**src/rtl/hex_scan_display.sv**
```systemverilog
// hex_scan_display
//   Multiplexed NDIG-digit hexadecimal 7-segment driver with a load
//   handshake, leading-zero blanking and whole-display blinking.
//   New data is staged in a pending register and moved to the display
//   register only at a frame boundary, so a frame is never torn.
//
// Ports
//   clk       single clock, rising edge
//   rst       asynchronous, active-high reset
//   load      capture request, honoured only while ready=1
//   data      4*NDIG bits, nibble i drives digit i (digit 0 = LS)
//   ready     high when a new load can be accepted
//   blank_lz  enable leading-zero blanking
//   blink_en  enable whole-display blinking
//   seg       active-low segments, seg[0]=a ... seg[6]=g
//   dig_en    active-high one-hot digit select
module hex_scan_display #(
  parameter int NDIG         = 4,
  parameter int SCAN_DIV     = 50000,
  parameter int BLINK_FRAMES = 64
) (
  input  logic              clk,
  input  logic              rst,
  input  logic              load,
  input  logic [4*NDIG-1:0] data,
  output logic              ready,
  input  logic              blank_lz,
  input  logic              blink_en,
  output logic [6:0]        seg,
  output logic [NDIG-1:0]   dig_en
);

  localparam int PW = (SCAN_DIV > 1) ? $clog2(SCAN_DIV) : 1;
  localparam int IW = (NDIG > 1) ? $clog2(NDIG) : 1;
  localparam int FW = (BLINK_FRAMES > 1) ? $clog2(BLINK_FRAMES) : 1;

  localparam logic [PW-1:0] PRESC_LAST = PW'(SCAN_DIV - 1);
  localparam logic [IW-1:0] IDX_LAST   = IW'(NDIG - 1);
  localparam logic [FW-1:0] FCNT_LAST  = FW'(BLINK_FRAMES - 1);

  logic [PW-1:0]     presc;
  logic [IW-1:0]     idx;
  logic [FW-1:0]     fcnt;
  logic              phase;
  logic [4*NDIG-1:0] disp;
  logic [4*NDIG-1:0] pend;

  logic              presc_term;
  logic              frame;
  logic [3:0]        nib;
  logic              lz_blank;
  logic              above_zero;
  logic              dark;

  function automatic logic [6:0] hex7(input logic [3:0] v);
    logic [6:0] s;
    case (v)
      4'h0: s = 7'h40;
      4'h1: s = 7'h79;
      4'h2: s = 7'h24;
      4'h3: s = 7'h30;
      4'h4: s = 7'h19;
      4'h5: s = 7'h12;
      4'h6: s = 7'h02;
      4'h7: s = 7'h78;
      4'h8: s = 7'h00;
      4'h9: s = 7'h10;
      4'hA: s = 7'h08;
      4'hB: s = 7'h03;
      4'hC: s = 7'h46;
      4'hD: s = 7'h21;
      4'hE: s = 7'h06;
      default: s = 7'h0E;
    endcase
    return s;
  endfunction

  assign presc_term = (presc == PRESC_LAST);
  // The idx wrap is the frame boundary; with NDIG=1 idx is always last.
  assign frame      = presc_term && (idx == IDX_LAST);

  // Scan timing: prescaler, digit index, frame counter and blink phase.
  always_ff @(posedge clk or posedge rst) begin
    if (rst) begin
      presc <= '0;
      idx   <= '0;
      fcnt  <= '0;
      phase <= 1'b1;
    end else begin
      if (presc_term) begin
        presc <= '0;
        idx   <= (idx == IDX_LAST) ? '0 : idx + 1'b1;
      end else begin
        presc <= presc + 1'b1;
      end
      if (frame) begin
        if (fcnt == FCNT_LAST) begin
          fcnt  <= '0;
          phase <= ~phase;
        end else begin
          fcnt  <= fcnt + 1'b1;
        end
      end
    end
  end

  // Load handshake. An accepted load takes priority; since ready=1 in
  // that cycle, a coincident frame boundary cannot transfer anything and
  // the new data waits for the following boundary.
  always_ff @(posedge clk or posedge rst) begin
    if (rst) begin
      pend  <= '0;
      disp  <= '0;
      ready <= 1'b1;
    end else if (load && ready) begin
      pend  <= data;
      ready <= 1'b0;
    end else if (frame && !ready) begin
      disp  <= pend;
      ready <= 1'b1;
    end
  end

  // Output decode. Walk from the top digit down so above_zero holds
  // "nibbles i..NDIG-1 are all zero" when digit i is visited.
  always_comb begin
    nib        = '0;
    lz_blank   = 1'b0;
    above_zero = 1'b1;
    dig_en     = '0;
    for (int i = NDIG - 1; i >= 0; i--) begin
      above_zero = above_zero && (disp[4*i +: 4] == 4'd0);
      dig_en[i]  = (idx == IW'(i));
      if (idx == IW'(i)) begin
        nib      = disp[4*i +: 4];
        lz_blank = (i != 0) && above_zero;
      end
    end
    dark = (blink_en && !phase) || (blank_lz && lz_blank);
    seg  = dark ? 7'h7F : hex7(nib);
  end

endmodule

```
**config.mk**
```make
export PLATFORM = sky130hd
export DESIGN_NAME = hex_scan_display
export DESIGN_NICKNAME = d
export VERILOG_FILES = /design/src/rtl/hex_scan_display.sv
export SDC_FILE = /design/constraint.sdc
export NUM_CORES = 1
export LEC_CHECK = 0
export BUFFER_PORTS_ARGS = -buffer_cell sky130_fd_sc_hd__buf_2
export CORE_MARGIN = 4
export CORE_UTILIZATION = 52
export CTS_CLUSTER_DIAMETER = 150
export DETAILED_ROUTE_END_ITERATION = 10
export PLACE_DENSITY = 0.74
export SYNTH_ARGS = -nofsm -noshare
export SYNTH_HDL_FRONTEND = slang
export SYNTH_SLANG_ARGS = --single-unit
```
**constraint.sdc**
```tcl
create_clock -name clk -period 3.3 [get_ports clk]
set_input_delay 0.66 -clock clk [delete_from_list [all_inputs] [get_ports clk]]
set_output_delay 0.66 -clock clk [all_outputs]
set_load 0.05 [all_outputs]
```
; ---- Word level (Yosys, flattened, before mapping)
; Memories as Yosys holds them, arrays and structs flattened.
; Cells that the tools add are included.
[op_classes]
n_bitwise = 2
add_sub_neg = 3
reduce_logical = 17
eq_ne = 5
muxes = 14
[op_table]
columns = cell, n
row1 = "16-bit by 1-bit adder with 16-bit output, second input constant", 1
row2 = "16-bit == test, second input constant", 1
row3 = 16-bit 2-to-1 mux, 1
row4 = 4-bit 2-to-1 mux, 4
row5 = 4-bit zero test, 3
row6 = 1-bit logical AND, 7
row7 = 7-bit 2-to-1 mux, 1
row8 = "6-bit by 1-bit adder with 6-bit output, second input constant", 1
row9 = "6-bit == test, second input constant", 1
row10 = 1-bit 2-to-1 mux, 6
row11 = 6-bit 2-to-1 mux, 1
row12 = "2-bit == test, second input constant", 2
row13 = 2-bit AND reduction, 2
row14 = "2-bit by 1-bit adder with 2-bit output, second input constant", 1
row15 = "2-bit by 1-bit == test with 1-bit output, second input constant", 1
row16 = 1-bit zero test, 2
row17 = 2-bit zero test, 1
row18 = 2-bit 2-to-1 mux, 1
row19 = 1-bit NOT, 2
row20 = 2-bit nonzero test, 1
row21 = 1-bit logical OR, 1
[word_totals]
mem_count = 1
output_inout_bits = 12
input_bits = 21
reg_bits = 58
word_cells = 49
rom_bits = 112
[memory_table]
columns = name, words, word_bits, rd, rd_clocked_by_memory_dff, wr, line
row1 = (no name shown), 16, 7, 1, 0, 0, 57  ; case (v)

; ---- Depth between registers and ports, before layout
[logic_depth]
depth_word = 8
mapped_depth = 11
mapped_depth_nobuf = 10

; ---- Worst setup path before layout
; Ideal clock, no wire load.
[synth_path]
kind = reg2out
startpoint = reg idx[0]
endpoint = out seg[3]
arrival_time_ps = 3588
path_slack_ps = -948
stages_incl_launch_ff = 11
cell_sequence = dfrtp_1 -> inv_1 -> ha_1 -> clkbuf_1 -> a211oi_1 -> a221oi_1 -> inv_1 -> ha_1 -> nor2_1 -> a211oi_1 -> o21ai_0
[synth_between]
word_cells_on_any_way = 16
classes_between = eq/ne (3) / mux (9) / reduce/logical (3) / memory (1)
[synth_lines]
columns = item, line
row1 = start: declaration, 42  ; logic [IW-1:0] idx;
row2 = start signal: assignment, 92  ; idx <= (idx == IDX_LAST) ? '0 : idx + 1'b1;
row3 = 2-bit zero test (*), --
row4 = named net dig_en[0], 30  ; output logic [NDIG-1:0] dig_en
row5 = branches (longest 3 deep; another with memory read 16 x 7 bit), --
row6 = 7-bit 2-to-1 mux (*), 140  ; seg = dark ? 7'h7F : hex7(nib);
row7 = end: declaration, 29  ; output logic [6:0] seg,
; Mark *: on every way through the listed nets, which the timed path passes.

; ---- Worst setup path after layout
[layout_path]
startpoint = reg idx[0]
endpoint = out seg[5]
[layout_between]
elab_chain_cells = 8
word_cells_on_any_way = 16
classes_between = eq/ne (3) / mux (9) / reduce/logical (3) / memory (1)
[layout_lines]
columns = item, line
row1 = branches (longest 7 deep; another with memory read 16 x 7 bit), --
row2 = 7-bit 2-to-1 mux (*), 140
; Every way passes the cells marked *.

==> metrics.txt <==
outcome=complete, no violations; die width=83.1 um; # nets final=328; Worst R2R Start=presc[4]$_DFF_PP0_; ANT cells=0; Post-Layout Cell Count=372; fraction of layout cells with a size suffix above 1=0.393; maxcap violations=0; CTS clock-pin slew for the worst setup and hold paths=60 ps; H-tree levels=3; hold depth=1; leading area contributor after synthesis=dfrtp_1; io pins=33; first-pass GRT wire length=9950 um; WL met1=2740 um; Post-Syn Instances=253; CP max-delay cell=or4b_2; Via density=5.60; Worst-Margin Slew=709 ps; DRC violations left=0; Power Total=0.00163 W; minimum clock period=3160 ps; CTS buffer count=9; Core Region=5470 um^2; GRT overflow=0; most frequent cells after synthesis=56 x dfrtp_1, 24 x mux2_2, 16 x nand2_1, 14 x nor2_1, 13 x nand3_1; die area=6910 um^2; cell count after placement=355; metal3 WL=265 um; initial antenna violation count=0; PortBufs=32; clock sink count=58; worst hold start=fcnt[4]$_DFFE_PP0P_; synth warn=0; Reg2Reg Setup Slack=1050 ps; Detailed Route Iter0 Violations=156; Hold Violations, Final=0; Layout area overhead=23.4%; Pleak=1.66 nW; Slew HR=0.528; PD cells=451 nW/um^2; type of origin of the critical path=flip-flop; Top delay family on crit path=simple AND/OR/NAND/NOR gates; CTS tree=built; post-route clock skew=5.39 ps; highest routed layer=met4; Post-CTS Hold Buffers=0; ys flop type=dfrtp_1; TNS Setup=0 ps; CP endpoint kind=output port; Pre-Repair DR Iteration Count=4; Final Wtd Congestion=0.864; final setup vio count=0; max frequency=317 MHz; count leader, synth=dfrtp_1; crit-path max FO=13; CP arrival=2500 ps; sequential element share of the synthesized area=0.496; Post-Synthesis Net Count=286; Synth top area share=0.478; row count=27; Crit Path Category=flip-flop to output port; initial core utilization=0.536; buffer depth of the longest clock path=2; antenna-violating nets left=0; Post-synth EDFFs=0; period utilisation layout=0.957; DIE HEIGHT=83.1 um; final wirelength=5760 um; Hold Path Class=flip-flop to flip-flop; critical path cell sequence=inv_2, ha_4, or4b_2, nor3_4, a32oi_4, o221ai_2, clkbuf_4; Vias=2,084; top cells by area, synth=dfrtp_1 48%, mux2_2 9.2%, ha_1 5.1%; Avg Cell Area, Syn=11.6 um^2; Synth Cell Area=2930 um^2; Yosys reg bits=58; Largest stage delay, worst path=650 ps; clk_lat worst skew=330 ps; R2R depth=5; met2 WL=2660 um; routed length per placed instance=15.5 um; maximum vdd drop=0.000367 V; CP required=2640 ps; max-slew violation count=0; CP Buf/Inv Count=2; dpl hpwl=3950 um; post-synth cell types=44; Root Buffer=clkbuf_8; Hold Path Sink=fcnt[4]$_DFFE_PP0P_; GRT Overall Usage=0.178; vias in the first global route=2,032; asr flop ratio synth=1.00; r2r endpoint=disp[7]$_DFFE_PP0P_; largest net degree at the start of global routing=59
==> power by group <==
part | internal (W) | switching, W
sequential | 0.000734 | 0.0000123
clock | 0.000540 | 0.000273
combinational | 0.0000339 | 0.0000407
==> registers in the layout, indices dropped and copies added (netlist names) <==
signal,cells
phase,1
pend,16
disp,16
idx,2
fcnt,6
presc,16
ready,1
==> cell families (layout without fill, tap and decap cells) <==
group	after synthesis	in the layout	synth area share
fa+ha+maj	12	12	0.0512
compound gates	36	36	0.0845
flops	58	58	0.496
xor+xnor	16	16	0.0478
mux	36	36	0.148
buf+inv	21	68	0.0333
simple gates	74	74	0.139
==> what timing repair did <==
item,4_1_cts,5_1_grt
gates cloned,0,0
resized for setup,7,17
setup buffers,0,1
setup endpoints to repair,7,7
pin swaps,1,2
endpoints found under the hold margin,0,0
==> metal layers <==
metal | vias up | GRT usage
met4 | 0 | 0.0802
met3 | 8 | 0.0397
li1 | 993 | -
met5 | - | 0
met1 | 1022 | 0.250
met2 | 61 | 0.263
==> cell usage in the layout (no fill, tap or decap), types with 3 or more instances in the layout <==
master	n
nor2b_1	3
ha_1	7
inv_2	4
and3_1	4
buf_4	10
mux2i_1	3
o21ai_2	3
bufinv_16	3
dfrtp_1	54
nand3_1	13
buf_2	26
xnor2_1	6
xor2_1	10
mux2_4	9
clkbuf_4	3
nor3b_1	4
o21ai_0	6
nand3b_1	3
a21oi_1	6
mux2_2	24
nand2_1	16
o221ai_2	4
clkbuf_8	11
inv_1	8
ha_4	4
nor2_1	14
==> worst max-delay path by stage <==
stage                             startpoint      to  slack, ps  cells past startpoint
final                     idx[0]$_DFFE_PP0N_  seg[5]        140                      7
after global routing      idx[0]$_DFFE_PP0N_  seg[3]         -3                     10
after CTS                 idx[0]$_DFFE_PP0N_  seg[1]          2                      9
after detailed placement  idx[0]$_DFFE_PP0N_  seg[2]        240                      7
after global placement    idx[0]$_DFFE_PP0N_  seg[1]        300                      7
after floorplan           idx[1]$_DFFE_PP0N_  seg[3]          2                     10
==> worst reg2reg max path: stages (launching register included) <==
cell and delay, ps:
dfrtp_1 450, or4_1 560, nor4_2 200, and2_1 250, nand3_4 290, mux2_4 400
==> through the flow <==
stage	cell area (um^2)	utilization	hold slack, ps	worst slack (ps)
after floorplan	3010	-	442	1.81
after global placement	3260	0.595	462	302
after detailed placement	3260	0.595	458	238
after CTS	3540	0.647	475	2.37
after global routing	3620	0.661	509	-3.40
final	3620	0.661	468	141
==> layout make-up <==
class / instances / area (um^2)
clock buffers: 11 / 151
well taps: 72 / 90.1
inverters: 12 / 45.0
flip-flops and latches: 58 / 1460
fillers: 431 / 1850
clock inverters: 5 / 100
repair buffers: 40 / 248
multi-input cells: 174 / 1530
Note: power is estimated with default switching activity, not from simulation.
